<file path="src/rtl/wb_cmd_master_pkg.sv">
// wb_cmd_master_pkg: FSM state encoding, Wishbone widths and the default error data word
package wb_cmd_master_pkg;
    localparam int ADR_W = 32;
    localparam int DAT_W = 32;
    localparam int SEL_W = 4;
    localparam logic [DAT_W-1:0] ERR_DATA_DEF = 32'hDEAD_DEAD;
    typedef enum logic [1:0] {IDLE = 2'd0, BUS = 2'd1, RESP = 2'd2} state_t;
endpackage

</file>
<file path="src/rtl/wb_cmd_master.sv">
// wb_cmd_master: valid/ready command to single Wishbone classic cycle, with ack timeout.
// Define WB_CMD_MASTER_ERR_EN to add the wbm_err_i bus-error input.
module wb_cmd_master
    import wb_cmd_master_pkg::*;
#(
    parameter int unsigned TIMEOUT_CYCLES = 16,
    parameter logic [DAT_W-1:0] ERR_DATA = ERR_DATA_DEF
) (
    input  logic             wb_clk_i,
    input  logic             wb_rst_ni,
    input  logic             cmd_valid_i,
    output logic             cmd_ready_o,
    input  logic             cmd_we_i,
    input  logic [ADR_W-1:0] cmd_adr_i,
    input  logic [DAT_W-1:0] cmd_dat_i,
    input  logic [SEL_W-1:0] cmd_sel_i,
    output logic             rsp_valid_o,
    input  logic             rsp_ready_i,
    output logic [DAT_W-1:0] rsp_dat_o,
    output logic             rsp_err_o,
    output logic             wbm_cyc_o,
    output logic             wbm_stb_o,
    output logic             wbm_we_o,
    output logic [SEL_W-1:0] wbm_sel_o,
    output logic [ADR_W-1:0] wbm_adr_o,
    output logic [DAT_W-1:0] wbm_dat_o,
    input  logic [DAT_W-1:0] wbm_dat_i,
`ifdef WB_CMD_MASTER_ERR_EN
    input  logic             wbm_err_i,
`endif
    input  logic             wbm_ack_i,
    output logic             busy_o,
    output logic [7:0]       timeout_cnt_o
);
    state_t state, state_nx;
    logic err, tmo, done;
`ifdef WB_CMD_MASTER_ERR_EN
    assign err = wbm_err_i && state == BUS;
`else
    assign err = 1'b0;
`endif
    generate
        if (TIMEOUT_CYCLES > 0) begin : g_tmo
            localparam int TW = $clog2(TIMEOUT_CYCLES + 1);
            logic [TW-1:0] tcnt;
            always_ff @(posedge wb_clk_i or negedge wb_rst_ni) begin
                if (!wb_rst_ni) tcnt <= '0;
                else if (state == BUS) tcnt <= tcnt + TW'(1);
                else tcnt <= '0;
            end
            assign tmo = state == BUS && tcnt == TW'(TIMEOUT_CYCLES - 1);
        end else begin : g_no_tmo
            assign tmo = 1'b0;
        end
    endgenerate
    assign done = state == BUS && (wbm_ack_i || err || tmo);
    always_ff @(posedge wb_clk_i or negedge wb_rst_ni) begin
        if (!wb_rst_ni) state <= IDLE;
        else state <= state_nx;
    end
    always_comb begin
        state_nx = (state == IDLE && cmd_valid_i) ? BUS :
                   done ? RESP :
                   (state == RESP && rsp_ready_i) ? IDLE : state;
        cmd_ready_o = state == IDLE;
        busy_o = state != IDLE;
        wbm_cyc_o = state == BUS;
        wbm_stb_o = state == BUS;
        rsp_valid_o = state == RESP;
    end
    // Error priority on the ending edge: bus error, then ack, then timeout
    always_ff @(posedge wb_clk_i or negedge wb_rst_ni) begin
        if (!wb_rst_ni) begin
            wbm_we_o <= 1'b0;
            wbm_sel_o <= '0;
            wbm_adr_o <= '0;
            wbm_dat_o <= '0;
            rsp_dat_o <= '0;
            rsp_err_o <= 1'b0;
            timeout_cnt_o <= '0;
        end else if (state == IDLE && cmd_valid_i) begin
            wbm_we_o <= cmd_we_i;
            wbm_sel_o <= cmd_sel_i;
            wbm_adr_o <= cmd_adr_i;
            wbm_dat_o <= cmd_dat_i;
        end else if (done) begin
            wbm_we_o <= 1'b0;
            wbm_sel_o <= '0;
            wbm_adr_o <= '0;
            wbm_dat_o <= '0;
            rsp_err_o <= err || !wbm_ack_i;
            rsp_dat_o <= err ? ERR_DATA : wbm_we_o ? {DAT_W{1'b0}} : wbm_ack_i ? wbm_dat_i : ERR_DATA;
            if (!err && !wbm_ack_i && timeout_cnt_o != 8'hFF) timeout_cnt_o <= timeout_cnt_o + 8'd1;
        end else if (state == RESP && rsp_ready_i) begin
            rsp_dat_o <= '0;
            rsp_err_o <= 1'b0;
        end
    end
endmodule
</file>
<file path="config.mk">
export PLATFORM = sky130hd
export DESIGN_NAME = wb_cmd_master
export DESIGN_NICKNAME = d
export VERILOG_FILES = /design/src/rtl/wb_cmd_master_pkg.sv /design/src/rtl/wb_cmd_master.sv
export SDC_FILE = /design/constraint.sdc
export NUM_CORES = 1
export LEC_CHECK = 0
export ABC_AREA = 0
export CORE_ASPECT_RATIO = 0.9
export CORE_MARGIN = 4
export CORE_UTILIZATION = 37
export CTS_CLUSTER_SIZE = 10
export DETAILED_ROUTE_END_ITERATION = 10
export PLACE_DENSITY = 0.77
export SYNTH_ARGS = -nofsm -noshare
export SYNTH_HDL_FRONTEND = slang
export SYNTH_SLANG_ARGS = --single-unit
</file>
<file path="constraint.sdc">
create_clock -name wb_clk_i -period 1.9 [get_ports wb_clk_i]
set_input_delay 0.285 -clock wb_clk_i [delete_from_list [all_inputs] [get_ports wb_clk_i]]
set_output_delay 0.285 -clock wb_clk_i [all_outputs]
set_load 0.01 [all_outputs]
</file>
After elaboration in Yosys (flattened, before gate mapping)

Cells that the tools add are included.

Bits in registers: 117
Bits in latches: 0
Bits in writable memories: 0
Memory bits (read-only): 0
Word-level logic and storage cells: 47
Memories kept: 0

Add/subtract/negate cells: 2
Multipliers: 0
Divide/modulo/power cells: 0
$lt $le $gt $ge: 0
Equality and inequality tests: 4
Shift operators: 0
Multiplexer cells: 17
Bitwise logic cells: 1
Reductions and logical operators: 14

Operators by type and width:

| cell                  | number |
|---|---|
| $mux W32              | 7 |
| $add A8 B1 Y8 const B | 1 |
| $mux W4               | 2 |
| $ne A8 B8 Y1 const B  | 1 |
| $mux W2               | 3 |
| $reduce_bool A2 Y1    | 3 |
| $add A5 B1 Y5 const B | 1 |
| $eq A5 B4 Y1 const B  | 1 |
| $logic_and A1 B1 Y1   | 5 |
| $mux W5               | 1 |
| $mux W1               | 4 |
| $reduce_and A3 Y1     | 1 |
| $reduce_bool A3 Y1    | 1 |
| $eq A2 B1 Y1 const B  | 1 |
| $eq A2 B2 Y1 const B  | 1 |
| $logic_not A2 Y1      | 1 |
| $reduce_and A2 Y1     | 1 |
| $logic_not A1 Y1      | 1 |
| $logic_or A1 B1 Y1    | 1 |
| $not A1 Y1            | 1 |

Logic depth before layout (Yosys ltp)

Gate-level depths: netlist of the first run.

Word-level depth: 6
Gate-level depth with buffers: 9

Worst setup path after synthesis of the first run

OpenSTA, ideal clock, no wires.

Kind: flip-flop to flip-flop
Start point: register g_tmo.tcnt[0]
End point: register timeout_cnt_o[5]
Setup time: 0.128 ns
Arrival time: 1.716 ns
Data required time: 1.772 ns
Path slack: 0.057 ns
Stages on the path, launching flop included: 8
Buffers on the path: 0
Clock period less this slack: 1.843 ns
Cells stage by stage: dfrtp_1 > ha_1 > and3_1 > ha_1 > and4bb_1 > nand4_1 > nor2_1 > mux2_1

Word-level cells in the longest chain between the ends: 5

RTL lines:

| element                     | RTL line            | text |
|---|---|---|
| start: declaration          | wb_cmd_master.sv:45 | `logic [TW-1:0] tcnt;` |
| start signal: assignment    | wb_cmd_master.sv:48 | `else if (state == BUS) tcnt <= tcnt + TW'(1);` |
| $eq A5 B4 Y1                | wb_cmd_master.sv:51 | `assign tmo = state == BUS && tcnt == TW'(TIMEOUT_CYCLES - 1);` |
| $logic_and A1 B1 Y1         | wb_cmd_master.sv:51 |  |
| $logic_or A1 B1 Y1          | wb_cmd_master.sv:56 | `assign done = state == BUS && (wbm_ack_i \|\| err \|\| tmo);` |
| $logic_and A1 B1 Y1         | wb_cmd_master.sv:56 |  |
| $reduce_and A3 Y1 (no line) | -                   |  |
| end signal: assignment      | wb_cmd_master.sv:93 | `if (!err && !wbm_ack_i && timeout_cnt_o != 8'hFF) timeout_cnt_o <= timeout_cnt_o + 8'd1;` |
| end: declaration            | wb_cmd_master.sv:33 | `output logic [7:0] timeout_cnt_o` |

Every way passes these cells.
A chain may end at the register's enable or synchronous reset.

Final worst setup path of the first run

Same ends and word-level chain as after synthesis.

==> impl_metrics.tcl, run 1 <==
set metrics [dict create \
    run_status "complete, but fails checks" \
    violations "setup timing" \
    final_area_mm2 0.00780 \
    rsz0062_at_grt "yes" \
    dieArea_mm2 0.0141 \
    core.rowCount 38 \
    synth_edf_count 0 \
    initial_core_util_pct 37.7 \
    syn-cell-area_mm2 0.00454 \
    slew_headroom_pct 59.2 \
    synth-main-ff-cell "dfrtp_1" \
    post-place-ws_ns -0.0504 \
    syn_inst 326 \
    pin_count 221 \
    critical_path_peak_fanout 4 \
    synthTopCellsByArea "dfrtp_1 64%, a22o_1 19%, nand2b_1 3.2%" \
    hp-class "input pin to register" \
    met3_usage_pct 7.79 \
    vias 3755 \
    wl_per_cell_um 18.7 \
    synth_seq_cells 117 \
    grt_use_met2_pct 31.4 \
    yosys_warnings 0 \
    syn_nets 435 \
    r2r-start "g_tmo.tcnt[0]" \
    final_max_slew_viol_count 0 \
    grt.total_usage_pct 19.5 \
    drive_above_1_share_pct 12.6 \
    worst-r2r-setup-slack_ns -0.02 \
    cts_sinks 117 \
    cp_data_required_time_ns 2.18 \
    die_x_um 125 \
    grt_max_degree 118 \
    reg2regPathDepth 7 \
    avgSynthCellArea_um2 13.9 \
    via_per_inst 5.09 \
    ys_types 32 \
    antenna_found_initial 0 \
    route.detailed.drc 0 \
    cts_tree "built" \
    antenna_left 0 \
    antennaDiodeCount 0 \
    worstSetupStartpoint "g_tmo.tcnt[0]" \
    ys_seq_area_share_pct 64.5 \
    routed_wl_mm 13.8 \
    worstSkewPairLatency_ns 0.41 \
    layout-area-overhead-vs-synth_pct 71.8 \
    cp-endpoint "timeout_cnt_o[5]" \
    core_area_mm2 0.0120 \
    use_met1_pct 23.8 \
    p_leak_nw 3.48 \
    synth_commonest_cells "117 x dfrtp_1, 101 x a22o_1, 23 x nand2b_1" \
    clk_pin_slew_ns 0.05 \
    ctsRootBufferMaster "clkbuf_16" \
    critPathLaunchType "register" \
    place_area_mm2 0.00699 \
    synth-async-reset-ratio_pct 100 \
    ir_drop_v 0.000798 \
    die_h_um 113 \
    timing.final.crit_period_ns 1.92 \
    report.final.setup_viol 1 \
    cts_buffers 17 \
    routabilityCongestion 0.731 \
    busiest_layer "met2" \
    drt-pass1-iter-count 4 \
    finalCritPeriodShare_pct 101 \
    final_nets 675 \
    skew_ns 0.0128 \
    grt_pass1_vias 3912 \
    clk_path_buf_depth 2 \
    crit_type "register to register" \
    synth_top_area_cell "dfrtp_1" \
    crit_path_end_kind "register" \
    reg2reg_to "timeout_cnt_o[5]" \
    setup_slack_ns -0.0186 \
    portBuffers 220 \
    grt_pass1_wl_mm 21.5 \
    synth_most_common_cell "dfrtp_1" \
    cp.arrival_ns 2.20 \
    dr.first_iter.drc_count 274 \
    htreeDepth 4 \
    synth_top_area_share_pct 64.5 \
    overflow 0 \
    tightestPinTransition_ns 0.612 \
    p_per_area_mw_per_mm2 1430 \
    max_freq_mhz 521 \
    place_hpwl_mm 9.09 \
    drv_cap 0 \
    hold_violations 0 \
]
timing repair:
action	in CTS	in global routing
hold buffers	1	0
gates resized for setup	12	13
pin swaps	1	8
hold endpoints to repair	87	0
setup buffers	2	4
cloned	2	2
endpoints found under the setup margin	49	45
cells in the final DEF (no fill, tap or decap), types with 2 or more instances in the layout:
cell,Yosys,final
bufinv_16,0,3
dfrtp_1,117,116
inv_1,5,5
nand4_1,2,2
a21oi_1,2,2
clkinvlp_4,0,2
clkbuf_16,0,19
buf_12,0,8
buf_6,6,5
clkinv_2,0,4
a22o_1,101,101
clkdlybuf4s50_1,0,215
nor2_4,0,2
mux2_1,2,2
buf_4,3,10
nand2b_1,23,23
and2_1,3,2
nand3_1,3,3
mux2i_1,2,2
xnor2_1,4,4
clkbuf_8,0,4
nor2_2,4,2
o21ai_0,2,2
nand2_1,7,6
nor2_1,7,7
dlygate4sd2_1,0,4
per-layer routing:
metal	wire length, um	part of all wire, %
met1	5660	41
met2	6830	50
met3	1020	7.4
met4	258	1.9
met5	0	0
cells by family (layout without fill, tap and decap cells):
group | count (synthesis) | after routing | synth area share, %
AO/OA/AOI/OAI | 111 | 111 | 21.2
XOR/XNOR | 5 | 5 | 0.965
adder cells (fa/ha/maj) | 3 | 3 | 0.827
buffers and inverters | 30 | 282 | 4.05
flip-flops | 117 | 117 | 64.5
multiplexers | 5 | 5 | 1.19
AND/OR/NAND/NOR | 55 | 55 | 7.30
stage by stage:
stage / TNS, ns / util, % / std cells / power [W] / hold slack (ns)
after detailed placement: -0.465 / 58.1 / 697 / 0.00762 / 0.427
after floorplan: 0 / - / 326 / 0.00539 / -0.0106
after global placement: 0 / 58.1 / 697 / 0.00751 / 0.419
after global routing: -1.97 / 64.8 / 738 / 0.0117 / 0.457
final: -0.0186 / 64.8 / 738 / 0.0112 / 0.475
after CTS: -0.0259 / 64.0 / 733 / 0.0111 / 0.454
cell type report:
| cell class | instances | area [um2] |
|---|---|---|
| multi-input combinational | 179 | 1480 |
| clock inverter | 9 | 125 |
| inverter | 5 | 18.8 |
| fill | 900 | 4230 |
| tap | 160 | 200 |
| clock buffer | 22 | 484 |
| sequential | 117 | 2930 |
| timing repair buffer | 246 | 2570 |
state kept, by name, summed over array words and instances (netlist names):
register	cells
rsp_dat_o	32
wbm_adr_o	32
g_tmo.tcnt	5
state	2
wbm_dat_o	32
timeout_cnt_o	8
wbm_we_o	1
wbm_sel_o	4
rsp_err_o	1
report_power, final:
group	total (W)	leakage, nW	internal [W]	switching (W)
clock network	0.00327	0.298	0.00218	0.00109
registers	0.00370	1.55	0.00323	0.000466
logic	0.00419	1.63	0.00249	0.00170
worst max-delay path, cell delays in order, from the launching register on:
cell	delay [ns]
dfrtp_1	0.36
ha_2	0.19
and3_4	0.19
ha_4	0.13
and4bb_2	0.27
nand4_1	0.17
nor2_1	0.17
mux2_1	0.33
how the worst min path moves through the flow:
stage	cells after the start	slack, ns	from	to
final	2	0.47	wbm_dat_i[20]	rsp_dat_o[20]
after global routing	2	0.46	wbm_dat_i[17]	rsp_dat_o[17]
after CTS	2	0.45	wbm_dat_i[20]	rsp_dat_o[20]
after detailed placement	2	0.43	wb_rst_ni	timeout_cnt_o[4]
after global placement	2	0.42	wb_rst_ni	timeout_cnt_o[6]
after floorplan	0	-0.01	wb_rst_ni	g_tmo.tcnt[0]
Power figures use the tool's default switching activity.
==> run 2, diff against run 1 <==
--- a/config.mk
+++ b/config.mk
@@ -11,7 +11,7 @@
 export CORE_UTILIZATION = 37
 export CTS_CLUSTER_SIZE = 10
 export DETAILED_ROUTE_END_ITERATION = 10
-export PLACE_DENSITY = 0.77
+export PLACE_DENSITY = 0.84
 export SYNTH_ARGS = -nofsm -noshare
 export SYNTH_HDL_FRONTEND = slang
 export SYNTH_SLANG_ARGS = --single-unit
==> run 2 against run 1 <==
Effect of this change:
- the run still ends with setup timing left
- clock skew is 0.0036 ns lower
- non-clock buffer count increased by 2
- critical path depth grew 2
- cell count is 0.41% higher
- worst setup slack improved by 0.011 ns
- cell area shrank 0.91%
- utilization is 0.59 points lower
- count of clock-buffer cells in the layout unchanged
- routed wire length fell by 0.97%
- sequential power about the same
- critical endpoint is now wbm_adr_o[11]
==> impl_metrics.tcl, run 2 (same netlist as run 1, synthesis figures left out) <==
set metrics [dict create \
    grt_pass1_vias 4034 \
    layout-area-overhead-vs-synth_pct 70.3 \
    skew_ns 0.00913 \
    portBuffers 220 \
    die_h_um 113 \
    crit_chain "ha_2, and3_4, ha_4, buf_4, nor2_4, nand2_2, o211ai_4, clkbuf_16, a22o_1" \
    htreeDepth 4 \
    p_clk_share_pct 27.2 \
    timing.final.crit_period_ns 1.91 \
    cp_slowest_stage_delay_ns 0.38 \
    p_leak_nw 3.45 \
    path_delay_family "buffers and inverters" \
    wl_per_cell_um 18.4 \
    crit_path_end_kind "register" \
    critPathLaunchType "register" \
    grt_pass1_wl_mm 21.2 \
    ctsRootBufferMaster "clkbuf_16" \
    post-place-ws_ns -0.123 \
    drive_above_1_share_pct 13.8 \
    instances_no_fill 741 \
    critical_path_peak_fanout 19 \
    antennaDiodeCount 0 \
    tightestPinTransition_ns 0.601 \
    grt_max_degree 118 \
    cts_sinks 117 \
    p_switching_w 0.00320 \
    top_regs "rsp_dat_o (32), wbm_adr_o (32), wbm_dat_o (32)" \
    core_area_mm2 0.0120 \
    dr.first_iter.drc_count 181 \
    hp-class "input pin to register" \
    internal_power_w 0.00744 \
    ir_drop_v 0.000744 \
    setup_slack_ns -0.00718 \
    pwr-share-seq_pct 34.8 \
    via_per_inst 5.08 \
    routabilityCongestion 0.764 \
    pin_count 221 \
    overflow 0 \
    die_x_um 125 \
    final_area_mm2 0.00773 \
    cp.arrival_ns 2.25 \
    clk_pin_slew_ns 0.05 \
    crit_type "register to register" \
    finalCritPeriodShare_pct 100 \
    dieArea_mm2 0.0141 \
    netSwitchingFraction_pct 30.1 \
    drv_cap 0 \
    slowest_stage "dfrtp_1" \
    p_per_area_mw_per_mm2 1380 \
    drt-pass1-iter-count 4 \
    place_area_mm2 0.00696 \
    max_freq_mhz 524 \
    cp_num_buf_inv 2 \
    pwr-share-comb_pct 38.0 \
    report.final.setup_viol 4 \
    final_nets 677 \
    vias 3766 \
    routed_wl_mm 13.6 \
    place_hpwl_mm 9.23 \
    clk_path_buf_depth 2 \
    rsz0062_at_grt "yes" \
    final_cell_mix "216 x clkdlybuf4s50_1, 115 x dfrtp_1, 101 x a22o_1" \
    final_common_cell "clkdlybuf4s50_1" \
    finalSetupTns_ns -0.0194 \
    run_status "complete, but fails checks" \
    grt.total_usage_pct 19.1 \
    antenna_left 0 \
    route.detailed.drc 0 \
    initial_core_util_pct 37.7 \
    antenna_found_initial 0 \
    worstSkewPairLatency_ns 0.42 \
    violations "setup timing" \
    final_max_slew_viol_count 0 \
    cts_tree "built" \
    core.rowCount 38 \
    hold_violations 0 \
    dp.cells 695 \
    cp_data_required_time_ns 2.25 \
    cts_buffers 17 \
    slew_headroom_pct 59.9 \
    power_w 0.0106 \
]
==> run 2: cell type report <==
cell class / instances / area (um2)
clock buffer: 22 / 454
tap: 160 / 200
timing repair buffer: 248 / 2540
multi-input combinational: 179 / 1510
clock inverter: 10 / 82.6
inverter: 5 / 18.8
fill: 911 / 4300
sequential: 117 / 2930
==> run 2: what timing repair did <==
item	CTS	global route
buffers inserted	8	2
gates resized for setup	15	6
endpoints found under the setup margin	6	100
hold endpoints to repair	107	0
hold buffers	1	0
cloned	0	3
pin swaps	3	13
==> run 2: power groups by stage <==
| stage | Sequential [W] | Combinational (W) | Clock, W |
|---|---|---|---|
| 5_1_grt | 0.00379 | 0.00430 | 0.00309 |
| 3_5_place_dp | 0.00370 | 0.00385 | 0 |
| 6_report | 0.00370 | 0.00404 | 0.00290 |
| 3_3_place_gp | 0.00370 | 0.00375 | 0 |
| 2_1_floorplan | 0.00396 | 0.00143 | 0 |
| 4_1_cts | 0.00370 | 0.00391 | 0.00297 |
==> run 2: worst paths after layout <==
path	from	endpoint	slack, ns	cells past startpoint
hold / removal	wbm_dat_i[13]	rsp_dat_o[13]	0.46	2
setup / recovery	g_tmo.tcnt[0]	wbm_adr_o[11]	-0.007	9
min in group asynchronous	wb_rst_ni	wbm_dat_o[14]	0.51	3
max in group asynchronous	wb_rst_ni	state[0]	0.93	3
hold reg to reg	rsp_err_o	rsp_err_o	0.48	1
setup reg to reg	g_tmo.tcnt[0]	wbm_adr_o[11]	-0.007	9
==> run 2: metal layers <==
layer | vias up | wire length [um] | GRT usage [%]
li1 | 1697 | - | -
met1 | 1856 | 5480 | 22.5
met2 | 178 | 6770 | 31.3
met3 | 35 | 993 | 7.74
met4 | 0 | 395 | 7.82
met5 | - | 0 | 0
==> run 2: per-stage QoR <==
step / hold slack [ns] / utilization [%]
floorplan: -0.0106 / -
global placement: 0.409 / 57.9
detailed placement: 0.421 / 57.9
CTS: 0.439 / 63.2
global route: 0.456 / 64.3
finish: 0.465 / 64.3
==> run 3, diff against run 2 <==
--- a/config.mk
+++ b/config.mk
@@ -11,6 +11,7 @@
 export CORE_UTILIZATION = 37
 export CTS_CLUSTER_SIZE = 10
 export DETAILED_ROUTE_END_ITERATION = 10
+export GPL_ROUTABILITY_DRIVEN = 0
 export PLACE_DENSITY = 0.84
 export SYNTH_ARGS = -nofsm -noshare
 export SYNTH_HDL_FRONTEND = slang
==> results of run 3 <==
No change in the layout: final DEF, timing and power equal those of run 2.
